<file path="config.mk">
export PLATFORM = sky130hd
export DESIGN_NAME = reg_file_2r1w
export DESIGN_NICKNAME = d
export VERILOG_FILES = /design/src/rtl/cpu_defs.sv /design/src/rtl/reg_file_2r1w_reg_word.sv /design/src/rtl/reg_file_2r1w.sv
export SDC_FILE = /design/constraint.sdc
export NUM_CORES = 2
export LEC_CHECK = 0
export ABC_CLOCK_PERIOD_IN_PS = 2300
export CAP_MARGIN = 20
export CORE_MARGIN = 2
export CORE_UTILIZATION = 49
export CTS_CLUSTER_DIAMETER = 50
export CTS_CLUSTER_SIZE = 10
export DETAILED_ROUTE_END_ITERATION = 12
export PLACE_DENSITY = 0.7
export SYNTH_ARGS = -nofsm -noshare
export SYNTH_HDL_FRONTEND = slang
export SYNTH_HIERARCHICAL = 1
export SYNTH_SLANG_ARGS = --single-unit
</file>
<file path="constraint.sdc">
create_clock -name clk -period 2.3 [get_ports clk]
set_input_delay 0.46 -clock clk [delete_from_list [all_inputs] [get_ports clk]]
set_output_delay 0.46 -clock clk [all_outputs]
set_load 0.01 [all_outputs]
</file>
<file path="src/rtl/cpu_defs.sv">
// Shared CPU datapath definitions: word/register-address types and register-file geometry,
// used by the register file, control unit and ALU.
package cpu_defs;

    localparam int DATA_W   = 32;
    localparam int ADDR_W   = 5;
    localparam int NUM_REGS = 2 ** ADDR_W;

    localparam logic [ADDR_W-1:0] REG_ZERO = 5'd0;

    typedef logic [ADDR_W-1:0] reg_addr_t;
    typedef logic [DATA_W-1:0] word_t;

endpackage

</file>
<file path="src/rtl/reg_file_2r1w_reg_word.sv">
// One architectural register: load-enabled, cleared immediately by the asynchronous reset.
module reg_word
    import cpu_defs::*;
#(
    parameter int W = cpu_defs::DATA_W
) (
    input  logic         clk,
    input  logic         rst_n,
    input  logic         i_load,
    input  logic [W-1:0] i_d,
    output logic [W-1:0] o_q
);

    logic [W-1:0] r_q;

    always_ff @(posedge clk or negedge rst_n) begin
        if (!rst_n) begin
            r_q <= '0;
        end else if (i_load) begin
            r_q <= i_d;
        end
    end

    assign o_q = r_q;

endmodule

</file>
<file path="src/rtl/reg_file_2r1w.sv">
// Two-read/one-write architectural register file with r0 tied to zero and optional
// same-cycle write-to-read forwarding so the writeback result is visible immediately.
module reg_file_2r1w
    import cpu_defs::*;
#(
    parameter int DATA_W = cpu_defs::DATA_W,
    parameter int ADDR_W = cpu_defs::ADDR_W,
    parameter bit BYPASS = 1'b1
) (
    input  logic              clk,
    input  logic              rst_n,
    input  logic [ADDR_W-1:0] read_reg1,
    input  logic [ADDR_W-1:0] read_reg2,
    input  logic [ADDR_W-1:0] write_reg,
    input  logic [DATA_W-1:0] write_data,
    input  logic              reg_write,
    output logic [DATA_W-1:0] read_data1,
    output logic [DATA_W-1:0] read_data2
);

    localparam int DEPTH = 2 ** ADDR_W;

    logic [DATA_W-1:0] w_entries [0:DEPTH-1];
    logic              w_we      [1:DEPTH-1];
    logic              w_wr_live;
    logic              w_byp1;
    logic              w_byp2;
    logic [DATA_W-1:0] w_rd1;
    logic [DATA_W-1:0] w_rd2;

    // A write to r0 never takes effect, so it can never be forwarded either.
    assign w_wr_live = reg_write && (write_reg != ADDR_W'(REG_ZERO));

    assign w_entries[0] = '0;

    generate
        for (genvar gi = 1; gi < DEPTH; gi++) begin : g_word
            assign w_we[gi] = w_wr_live && (write_reg == ADDR_W'(gi));

            reg_word #(
                .W (DATA_W)
            ) u_word (
                .clk    (clk),
                .rst_n  (rst_n),
                .i_load (w_we[gi]),
                .i_d    (write_data),
                .o_q    (w_entries[gi])
            );
        end
    endgenerate

    assign w_rd1 = w_entries[read_reg1];
    assign w_rd2 = w_entries[read_reg2];

    assign w_byp1 = BYPASS && w_wr_live && (read_reg1 == write_reg);
    assign w_byp2 = BYPASS && w_wr_live && (read_reg2 == write_reg);

    // Outputs are forced to zero during reset so a pending write is not forwarded.
    always_comb begin
        read_data1 = '0;
        read_data2 = '0;
        if (rst_n) begin
            read_data1 = w_byp1 ? write_data : w_rd1;
            read_data2 = w_byp2 ? write_data : w_rd2;
        end
    end

endmodule

</file>
* After elaboration in Yosys (flattened, before gate mapping)
Index checks and enable logic that the tools add are counted.
** Storage, ports and cells
- Memory bits (read-only) :: 0
- Output and inout bits :: 64
- Input port bits :: 50
- Memories kept :: 0
- Bits in latches :: 0
- Logic and storage cells :: 113
- Memory bits (writable) :: 0
- Register bits after elaboration :: 992
** Operators by class
- Divide/modulo/power cells :: 0
- Reductions and logical operators :: 35
- Shift operators :: 0
- $mul :: 0
- Equality and inequality tests :: 33
- Magnitude comparators :: 2
- Multiplexer cells :: 10
- Add/sub/neg operators :: 0
- Bitwise operators :: 2
** Operators with widths (count)
- 32-bit binary-select mux with 5-bit select :: 2
- 32-bit 2-to-1 mux :: 8
- 5-bit == test (second input constant) :: 16
- 5-bit by 4-bit == test with 1-bit output (second input constant) :: 8
- 1-bit logical AND :: 34
- 5-bit by 3-bit == test with 1-bit output (second input constant) :: 4
- 6-bit greater-or-equal comparator (second input constant) :: 2
- 5-bit inverter with 6-bit output :: 2
- 5-bit by 2-bit == test with 1-bit output (second input constant) :: 2
- 5-bit == test :: 2
- 5-bit by 1-bit == test with 1-bit output (second input constant) :: 1
- 5-bit nonzero test :: 1

* Logic depth before layout (Yosys ltp)
- Depth after elaboration :: 6
- Mapped depth :: 9
- Depth with buffers taken out :: 5

* Hierarchy
Netlist, hierarchy kept.
** By module, submodules not included
- reg_word :: times used 31, area an instance 1345.0 µm², cells an instance 68
- reg_file_2r1w :: times used 1, area an instance 17740.8 µm², cells an instance 1890

* Least setup slack after synthesis
Ideal clock, no wire load.
- Kind :: input to output
- Start :: input read_reg1[0]
- End :: output read_data1[22]
- Data required time :: 1840 ps
- Arrival :: 2022 ps
- Path slack :: -182 ps
- Stages :: 8
- Buffers on the path :: 3
- Cell sequence :: buf_6 -> buf_8 -> buf_2 -> mux4_2 -> a22oi_1 -> nand2_1 -> nand4_1 -> o211ai_1
** Between the ends
- Word-level cells in the longest chain between the ends :: 6
- Elaborated cells on any way between the ends :: 8
- Classes of those cells :: 1 x eq/ne; 5 x mux; 1 x bitwise; 1 x reduce/logical
** Ends and longest elaborated chain
- from (decl) :: RTL line reg_file_2r1w.sv:12 : input logic [ADDR_W-1:0] read_reg1,
- 5-bit inverter with 6-bit output (implied by the code) :: RTL line reg_file_2r1w.sv:52 : assign w_rd1 = w_entries[read_reg1];
- 32-bit binary-select mux with 5-bit select :: RTL line reg_file_2r1w.sv:52
- 32-bit 2-to-1 mux (implied by the code) (2 in a row) :: RTL line reg_file_2r1w.sv:52
- 32-bit 2-to-1 mux (*) :: RTL line reg_file_2r1w.sv:63 : read_data1 = w_byp1 ? write_data : w_rd1;
- 32-bit 2-to-1 mux (*) :: RTL line reg_file_2r1w.sv:62 : if (rst_n) begin
- to (decl) :: RTL line reg_file_2r1w.sv:17 : output logic [DATA_W-1:0] read_data1,
Every way passes the cells marked *; elsewhere a longest branch is shown, timed or not. The select of a mux whose other input is x is not followed.

* Worst setup path in the final report
- Start :: register g_word[23].u_word.r_q[13]
- End :: output read_data2[13]
** Between the ends
- Word-level cells in the longest chain between the ends :: 5
** Ends and longest elaborated chain
- from (decl) :: RTL line reg_file_2r1w_reg_word.sv:14 : logic [W-1:0] r_q;
- from (signal assigned) :: RTL line reg_file_2r1w_reg_word.sv:20 : r_q <= i_d;
- 32-bit binary-select mux with 5-bit select :: RTL line reg_file_2r1w.sv:53 : assign w_rd2 = w_entries[read_reg2];
- 32-bit 2-to-1 mux (implied by the code) (2 in a row) :: RTL line reg_file_2r1w.sv:53
- 32-bit 2-to-1 mux :: RTL line reg_file_2r1w.sv:64 : read_data2 = w_byp2 ? write_data : w_rd2;
- 32-bit 2-to-1 mux :: RTL line reg_file_2r1w.sv:62
- to (decl) :: RTL line reg_file_2r1w.sv:18 : output logic [DATA_W-1:0] read_data2
No other way between the ends. The select of a mux whose other input is x is not followed.

==> results.txt <==
status = finished with violations
violated checks = negative setup slack
Synth Register Bits = 992
min cycle time layout = 3.13 ns
arrival time worst endpoint = 2.67 ns
Reg2Reg Capture Point = g_word[31].u_word/o_q[4]
worst hold path type = in2async
All-Layer GR Usage = 35.8%
H-tree depth = 3
Setup crit end = read_data2[13]
mean area per synthesized cell = 14.9 µm²
Seq/Total Area, Yosys = 41.8%
Worst Path Max Fanout = 2
met1 global-route usage = 46.8%
commonest cells after routing, fill and taps aside = buf_4, dfrtp_1, mux2_4
final instance area = 79200 µm²
non-filler cells, final = 7023
Slew @ Worst Pin = 0.926 ns
vias in the first global route = 47600
crit path from = g_word[23].u_word/o_q[13]
TritonCTS clock tree = yes
FF-to-FF Start = g_word[31].u_word/o_q[4]
Die ar. = 124000 µm²
Setup CP Type = reg2out
clock buffer depth = 3
Final setup viols = 64
GR peak layer = met2
CP required = 1.84 ns
Place WS = -1.51 ns
clock sink total = 992
DRT Pass-1 Iters = 7
row count = 127
Post-synth EDFFs = 0
Max Cap Viol = 0
share of cells above drive strength 1 = 63.7%
starting density of the core = 49.5%
DRC = 0
Crit. End Element = output port
Via density = 6.54
Routed WL = 229 mm
placed inst area = 71800 µm²
Routed WL per cell = 32.6 µm
Final ANT Viol Nets = 0
synth unique cells = 59
fin. max-slew vios = 0
Warnings, synthesis = 6
Die Y = 352 µm
Clk Latency, worst-skew pair = 0.72 ns
Post-Syn Area = 59400 µm²
# fillers = 8096
Leakage = 35.8 nW
unrepaired setup endpoints after global routing = yes
clk slew on worst S/H paths = 0.06 ns
Multi-input gate area = 33200 µm²
via count = 45900
IO Pins = 114
Synth Flop Type = dfrtp_1
core area = 120000 µm²
Placed Cells incl. Taps = 6666
Power Density = 777 nW/µm²
area grow syn2layout = 33.3%
Worst Setup Start Kind = register
Slew HR = 38.3%
met2 usage = 52.3%
largest net degree at the start of global routing = 150
f_max = 319 MHz
max reg flops = 992
initial DRC count = 5595
first-pass GRT wire length = 329 mm
layout net count = 5402
Fin. Hold Viols = 0
Async SR Flop Fraction = 100%
commonest non-fill, non-tap cell in the layout = buf_4
GP Congestion = 0.984
GRT Residual Overflow = 0
die width = 352 µm
Final Total Pwr = 61.6 mW
clock skew = 0 ns
fin crit share = 136%
total CTS buffers = 121
Buffers on Ports = 113
Syn Inst Count = 3998
M3 GR Usage = 12.3%
Post-DP HPWL = 149 mm
Net Count, Synth = 4048
FF-to-FF setup slack = 1.16 ns
Final WS setup = -0.833 ns
antenna violations before repair = 8
VDD IR max = 0.813 mV
Seq. cell area = 24800 µm²
worst reg2reg path depth = 4
CTS Root Cell = clkbuf_16
-- metal layers --
metal | wire [µm] | vias to the layer above | share of wire [%]
met3 | 27500 | 875 | 12
met5 | 160 | - | 0.070
met1 | 87000 | 23800 | 38
li1 | - | 18100 | -
met2 | 99000 | 3153 | 43
met4 | 15200 | 8 | 6.6
-- kinds of logic (layout without fill, tap and decap cells) --
kind of cell	Yosys count	after routing	share of synthesized area [%]
other	0	4	0
muxes	1659	1659	42.3
AOI/OAI and AO/OA	577	577	6.62
xor gates and xnor gates	10	10	0.147
and+or+nand+nor	387	387	3.14
buffers and inverters	373	1782	6.01
DFF	992	992	41.8
-- stage by stage --
step                hold WS (ns)  TNS, ns  util, %
floorplan                  0.164    -3.20        -
finish                    0.0158   -40.46     66.0
global placement           0.468  -549.47     59.8
detailed placement         0.464  -566.55     59.8
global route              0.0280   -43.13     65.9
CTS                      0.00637   -39.80     64.9
-- critical path, cell delays in order, from the launching register on --
cell	delay (ns)
dfrtp_1	0.37
mux4_2	0.52
mux2i_4	0.22
o21ai_2	0.11
a2111oi_4	0.31
buf_4	0.18
a21oi_2	0.06
buf_2	0.15
-- timing repair --
action | in CTS | in global routing
endpoints found under the hold margin | 74 | 0
buffers inserted | 99 | 75
pin swaps | 150 | 90
endpoints found under the setup margin | 64 | 199
cloned | 11 | 2
hold buffers | 7 | 0
resized for setup | 637 | 168
-- how the worst min path moves through the flow --
stage,cells after the start,end,from
floorplan,0,g_word[10].u_word/o_q[0],rst_n
global placement,2,g_word[24].u_word/o_q[29],rst_n
detailed placement,2,g_word[24].u_word/o_q[29],rst_n
CTS,4,g_word[28].u_word/o_q[22],rst_n
global route,4,g_word[28].u_word/o_q[22],rst_n
finish,4,g_word[29].u_word/o_q[22],rst_n
-- cells in the mapped netlist, drive strengths merged (64+ instances only) --
library cell | number | area [µm²]
mux2i | 265 | 2650
nor2 | 91 | 342
clkbuf | 82 | 308
mux4 | 294 | 6620
nand2 | 144 | 548
o21ai | 97 | 485
mux2 | 1100 | 15900
dfrtp | 992 | 24800
o22ai | 66 | 413
buf | 284 | 3240
a22oi | 74 | 556
a21oi | 87 | 435
o221ai | 64 | 561
-- cell type report --
cell class	count	share of cell area, %
diodes	4	0.0126
clock buffers	154	4.23
clock inverters	24	0.423
inverters	7	0.0347
multi-input cells	2633	42.0
flip-flops and latches	992	31.3
well taps	1612	2.55
repair buffers	1597	19.5
-- where the power goes --
| group | total [mW] | internal [mW] | leakage [nW] | switching (mW) |
|---|---|---|---|---|
| logic | 19.6 | 12.2 | 21.3 | 7.38 |
| clock network | 18.5 | 10.7 | 1.81 | 7.77 |
| registers | 23.5 | 20.9 | 12.7 | 2.61 |
| total | 61.6 | 43.8 | 35.8 | 17.8 |
No activity file was read; power rests on OpenSTA's default activity.
